File: config.mk
export PLATFORM = sky130hd
export DESIGN_NAME = uart_rx_core
export DESIGN_NICKNAME = d
export VERILOG_FILES = /design/src/rtl/uart_pkg.sv /design/src/rtl/uart_rx_fifo.sv /design/src/rtl/uart_rx_core.sv
export SDC_FILE = /design/constraint.sdc
export NUM_CORES = 1
export LEC_CHECK = 0
export BUFFER_PORTS_ARGS = -buffer_cell sky130_fd_sc_hd__buf_2
export CAP_MARGIN = 40
export CORE_ASPECT_RATIO = 1.25
export CORE_UTILIZATION = 54
export DETAILED_ROUTE_END_ITERATION = 12
export PLACE_DENSITY = 0.67
export REMOVE_ABC_BUFFERS = 1
export SLEW_MARGIN = 10
export SYNTH_ARGS = -nofsm -noshare
export SYNTH_HDL_FRONTEND = slang
export SYNTH_SLANG_ARGS = --single-unit
File: constraint.sdc
create_clock -name clk -period 4.3 [get_ports clk]
set_clock_uncertainty 0.2 [all_clocks]
set_input_delay 0.215 -clock clk [delete_from_list [all_inputs] [get_ports clk]]
set_output_delay 0.215 -clock clk [all_outputs]
set_load 0.005 [all_outputs]
File: src/rtl/uart_pkg.sv
// Shared UART receive definitions: framing constants and the receiver FSM state encoding.
package uart_pkg;

    localparam int UART_DATA_BITS       = 8;
    localparam int DEFAULT_CLKS_PER_BIT = 868;

    typedef enum logic [2:0] {
        RX_IDLE,
        RX_START,
        RX_DATA,
        RX_STOP,
        RX_WAIT_IDLE
    } rx_state_e;

endpackage

File: src/rtl/uart_rx_fifo.sv
// Byte FIFO between the UART receiver and its consumer; a push into a full FIFO is
// accepted only when a pop happens in the same cycle.
module uart_rx_fifo
    import uart_pkg::*;
#(
    parameter int DEPTH = 4
) (
    input  logic                      clk,
    input  logic                      rst,
    input  logic                      push,
    input  logic [UART_DATA_BITS-1:0] wdata,
    input  logic                      pop,
    output logic [UART_DATA_BITS-1:0] rdata,
    output logic                      full,
    output logic                      empty
);

    localparam int AW = $clog2(DEPTH);

    logic [AW:0]               wr_ptr;
    logic [AW:0]               rd_ptr;
    logic [UART_DATA_BITS-1:0] mem [DEPTH];
    logic                      do_push;
    logic                      do_pop;

    // The extra pointer bit separates "full" from "empty" when the index bits match.
    assign empty   = (wr_ptr == rd_ptr);
    assign full    = (wr_ptr[AW] != rd_ptr[AW]) && (wr_ptr[AW-1:0] == rd_ptr[AW-1:0]);
    assign do_pop  = pop && !empty;
    assign do_push = push && (!full || do_pop);

    always_ff @(posedge clk or posedge rst) begin
        if (rst) begin
            wr_ptr <= '0;
            rd_ptr <= '0;
        end else begin
            // NOTE: sequential state uses non-blocking assignments so every flop samples pre-edge values.
            if (do_push) wr_ptr <= wr_ptr + 1'b1;
            if (do_pop)  rd_ptr <= rd_ptr + 1'b1;
        end
    end

    // NOTE: storage has no reset; the pointers alone define which entries are valid.
    always_ff @(posedge clk) begin
        if (do_push) mem[wr_ptr[AW-1:0]] <= wdata;
    end

    assign rdata = empty ? '0 : mem[rd_ptr[AW-1:0]];

endmodule

File: src/rtl/uart_rx_core.sv
// 8N1 UART receiver: input synchronizer, mid-bit sampling FSM, and a small receive FIFO
// with one-cycle frame-error and overrun pulses.
module uart_rx_core
    import uart_pkg::*;
#(
    parameter int CLKS_PER_BIT = DEFAULT_CLKS_PER_BIT,
    parameter int FIFO_DEPTH   = 4
) (
    input  logic       clk,
    input  logic       rst,
    input  logic       uart_rx,
    output logic [7:0] rx_data,
    output logic       rx_valid,
    input  logic       rx_ready,
    output logic       frame_err,
    output logic       overrun
);

    localparam logic [15:0] HALF_BIT = 16'(CLKS_PER_BIT / 2);
    localparam logic [15:0] BIT_LAST = 16'(CLKS_PER_BIT - 1);
    localparam logic [2:0]  LAST_IDX = 3'(UART_DATA_BITS - 1);

    rx_state_e                 state;
    rx_state_e                 next_state;
    logic                      sync_q1;
    logic                      sync_q2;
    logic                      rx_prev;
    logic [15:0]               baud_cnt;
    logic [2:0]                bit_cnt;
    logic [UART_DATA_BITS-1:0] shift;
    logic                      half_tick;
    logic                      bit_tick;
    logic                      fall;
    logic                      baud_clr;
    logic                      sample_bit;
    logic                      push;
    logic                      frame_err_set;
    logic                      pop;
    logic                      fifo_full;
    logic                      fifo_empty;

    assign half_tick = (baud_cnt == HALF_BIT);
    assign bit_tick  = (baud_cnt == BIT_LAST);
    assign fall      = rx_prev && !sync_q2;

    // Synchronizer and edge history reset high so a released reset never looks like a start bit.
    always_ff @(posedge clk or posedge rst) begin
        if (rst) begin
            sync_q1 <= 1'b1;
            sync_q2 <= 1'b1;
            rx_prev <= 1'b1;
        end else begin
            sync_q1 <= uart_rx;
            sync_q2 <= sync_q1;
            rx_prev <= sync_q2;
        end
    end

    always_ff @(posedge clk or posedge rst) begin
        if (rst) state <= RX_IDLE;
        else     state <= next_state;
    end

    always_comb begin
        // NOTE: every combinational output gets a default first so no latch is inferred.
        next_state = state;
        case (state)
            RX_IDLE:      if (fall) next_state = RX_START;
            RX_START:     if (half_tick) next_state = sync_q2 ? RX_IDLE : RX_DATA;
            RX_DATA:      if (bit_tick && bit_cnt == LAST_IDX) next_state = RX_STOP;
            RX_STOP:      if (bit_tick) next_state = sync_q2 ? RX_IDLE : RX_WAIT_IDLE;
            RX_WAIT_IDLE: if (sync_q2) next_state = RX_IDLE;
            default:      next_state = RX_IDLE;
        endcase
    end

    always_comb begin
        baud_clr      = 1'b0;
        sample_bit    = 1'b0;
        push          = 1'b0;
        frame_err_set = 1'b0;
        case (state)
            RX_IDLE:      baud_clr = 1'b1;
            RX_START:     baud_clr = half_tick;
            RX_DATA: begin
                baud_clr   = bit_tick;
                sample_bit = bit_tick;
            end
            RX_STOP: begin
                baud_clr      = bit_tick;
                push          = bit_tick && sync_q2;
                frame_err_set = bit_tick && !sync_q2;
            end
            RX_WAIT_IDLE: baud_clr = 1'b1;
            default:      baud_clr = 1'b1;
        endcase
    end

    always_ff @(posedge clk or posedge rst) begin
        if (rst) begin
            baud_cnt <= '0;
            bit_cnt  <= '0;
            shift    <= '0;
        end else begin
            baud_cnt <= baud_clr ? 16'd0 : baud_cnt + 16'd1;
            if (state == RX_IDLE) begin
                bit_cnt <= '0;
            end else if (sample_bit) begin
                bit_cnt        <= bit_cnt + 3'd1;
                shift[bit_cnt] <= sync_q2;
            end
        end
    end

    assign rx_valid = !fifo_empty;
    assign pop      = rx_valid && rx_ready;

    // Both pulses come from mutually exclusive stop-bit outcomes, so they never coincide.
    always_ff @(posedge clk or posedge rst) begin
        if (rst) begin
            frame_err <= 1'b0;
            overrun   <= 1'b0;
        end else begin
            frame_err <= frame_err_set;
            overrun   <= push && fifo_full && !pop;
        end
    end

    uart_rx_fifo #(
        .DEPTH (FIFO_DEPTH)
    ) u_fifo (
        .clk   (clk),
        .rst   (rst),
        .push  (push),
        .wdata (shift),
        .pop   (pop),
        .rdata (rx_data),
        .full  (fifo_full),
        .empty (fifo_empty)
    );

endmodule

==> metrics.yaml <==
run_status:
  status: "finished clean"
routing:
  wl_microns: 5738
  drc: 0
  wire_per_inst_microns: 15.55
  ant_nets: 0
  drt_iter0_drc: 56
  vias: 2009
  vias_per_cell: 5.444
  drtPass1Iterations: 4
grt:
  grt_use_met1_pct: 24.20
  grt_pass1_wl_microns: 10040
  met2_usage_pct: 35.03
  grt_overflow: 0
  use_met3_pct: 3.460
  antenna_found_initial: 0
  grt_use_total_pct: 20.56
  grt_pass1_vias: 2077
  grt_max_degree: 42
  top_usage_layer: "met2"
clock_network:
  cts_hold_buf: 3
  post_cts_buffers: 0
  cts_root_buffer: "clkbuf_8"
  clkTransAtPathRegs_ns: 0.07
  cts_resized: 0
  clk_latency_ns: 0.34
  cts_tree: "built"
  cts_buffer_depth: 2
  htree_num_levels: 3
  cts_buffers: 9
  clock-sinks: 73
synth:
  synth_adder_area_share_pct: 3.300
  ys.flop_type: "dfrtp_1"
  synth_top_family_by_area: "simple AND/OR/NAND/NOR gates"
  synth.most_common_cell: "dfrtp_1"
  ys_seq_area_share_pct: 58.34
  synth_edf_count: 32
  synth-seq-cells: 73
  yosys.area_share.simple_pct: 18.92
  postSynth.asyncResetShare_pct: 56.16
  synth_top_cells_by_count: "dfrtp_1 (38), edfxtp_1 (32), nor2_1 (18)"
  synthCells: 258
  synth-compound-area-share_pct: 3.190
  netlist_area_sq_um: 3412
  yosysUniqueCellTypes: 46
  muxShareOfSynthArea_pct: 9.278
  synth_xor_area_share_pct: 4.620
  synthTopCellsByArea: "edfxtp_1 (28%), dfrtp_1 (28%), mux4_2 (5.3%), ha_1 (3.3%), xnor2_1 (2.8%)"
  yosys_warnings: 0
  synth_top_area_share_pct: 28.16
  avgSynthCellArea_sq_um: 13.22
  synth_area_leader_cell: "edfxtp_1"
critical_path:
  timing.rr.start: "baud_cnt[0]"
  worst_setup_path_start_kind: "register"
  rr_worst_depth: 5
  r2r-end: "u_fifo.mem[1][7]"
  reg2reg_slack_ns: 1.21
  worstPathArrival_ns: 2.88
  crit_type: "reg2reg"
  worstPathMaxFanout: 8
  endpoint_kind: "register"
  worstPathRequired_ns: 4.10
pwr:
  ir_drop_v: 0.0004333
  powerDensity_nw_per_um2: 466.8
  power.leakage_nw: 1.577
timing:
  rsz0062_at_grt: "no"
  period_share_pct: 71.76
  tns_ns: 0
  finalHoldViolCount: 0
  period_needed_ns: 3.086
  slew_headroom_pct: 57.28
  finalSetupViolations: 0
  max_freq_mhz: 324.1
  report.final.slew_viol_count: 0
  tightest_slew_ns: 0.6350
worst_hold_path:
  min_path_cells: 0
  hp-start: "sync_q1"
  min_to: "sync_q2"
  min_path_type: "reg2reg"
placement:
  hpwlAfterDp_microns: 4087
  gp_congestion: 0.7938
  postPlaceCellArea_sq_um: 3556
  port_buffers: 14
floorplan:
  die_h_microns: 90.87
  std_cell_rows: 32
  start_util_pct: 55.70
  core_area_sq_um: 6126
  die_x_microns: 73.10
  boundaryPins: 15
  die_area_sq_um: 6642
layout:
  nets: 292
  fill_cells: 476
  syn_to_final_growth_pct: 12.25
  diodes: 0
  utilization_pct: 62.52
  drive_gt1_share_pct: 20.77
  design_area_sq_um: 3830
run:
  drv_cap: 0
-- power breakdown --
group          internal [W]  switching [W]
clock              0.000401       0.000243
sequential         0.000761      0.0000969
combinational      0.000126       0.000160
-- per-layer routing --
metal / vias up / routed length [microns]
met5: - / 0
met4: 0 / 120
met3: 8 / 89
met2: 23 / 3078
met1: 989 / 2450
li1: 989 / -
-- critical path: stages, from the launching register on --
cell	delay, ns
dfrtp_1	0.41
ha_1	0.28
or3b_2	0.46
nor4_1	0.50
nor4b_4	0.46
and2_1	0.43
-- flip-flops by register name (all words and copies together) (netlist names) --
name,flops
overrun,1
sync_q2,1
u_fifo.mem,32
baud_cnt,16
sync_q1,1
shift,8
frame_err,1
u_fifo.rd_ptr,3
u_fifo.wr_ptr,3
state,3
rx_prev,1
bit_cnt,3
-- cells in the final DEF (no fill, tap or decap), types with 2 or more instances in the layout --
master	netlist	final
nor3_1	7	7
or3b_2	2	2
nor4_1	4	4
and4_1	2	2
dfrtp_1	38	38
clkbuf_8	0	10
nor4_2	3	3
and2_1	14	14
mux2i_1	2	2
mux2_1	4	4
mux4_2	8	8
or4bb_1	2	2
a21oi_1	6	6
o21ai_0	4	4
dlygate4sd3_1	0	3
inv_1	8	8
mux2_2	5	5
o22ai_1	2	2
nand2b_1	2	2
nor2_1	18	18
nand3_1	13	13
or4_1	2	2
or4_4	3	3
ha_1	9	9
dfstp_2	3	3
or3_1	4	4
nand4_1	5	5
bufinv_16	0	3
xnor2_1	11	11
xor2_1	7	7
buf_2	1	14
nand2_1	16	16
edfxtp_1	32	32
-- cell type report --
type / count / area (sq um) / area share [%]
well taps: 85 / 106.4 / 2.777
multi-input cells: 168 / 1341 / 35.02
inverters: 8 / 30.03 / 0.7841
repair buffers: 19 / 117.6 / 3.071
flip-flops and latches: 73 / 1991 / 51.98
clock inverters: 5 / 102.6 / 2.679
clock buffers: 11 / 141.4 / 3.692
-- through the flow --
step / total power (W) / hold slack (ns) / setup WS (ns) / instances
finish: 0.001788 / 0.1597 / 1.214 / 369
floorplan: 0.001081 / 0.01948 / 1.613 / 249
detailed placement: 0.001167 / 0.1216 / 1.201 / 350
global placement: 0.001162 / 0.1206 / 1.303 / 349
CTS: 0.001812 / 0.1619 / 1.186 / 369
global route: 0.001888 / 0.1632 / 0.9411 / 369
-- cell families (layout without fill, tap and decap cells) --
family	after synthesis	after routing
and+or+nand+nor	105	105
DFF	73	73
muxes	20	20
xor gates and xnor gates	18	18
buffers and inverters	17	43
AOI/OAI and AO/OA	16	16
adders and majority gates	9	9
-- worst max path at each step --
stage	slack, ns	end	cells after the start	startpoint
final	1.21	u_fifo.mem[1][7]	5	baud_cnt[0]
after CTS	1.19	u_fifo.mem[1][7]	5	baud_cnt[0]
after global routing	0.94	u_fifo.mem[1][0]	5	baud_cnt[0]
after detailed placement	1.20	u_fifo.mem[1][2]	5	baud_cnt[0]
after global placement	1.30	u_fifo.mem[1][2]	5	baud_cnt[0]
after floorplan	1.61	u_fifo.mem[3][0]	4	baud_cnt[2]
Power figures use the tool's default switching activity.
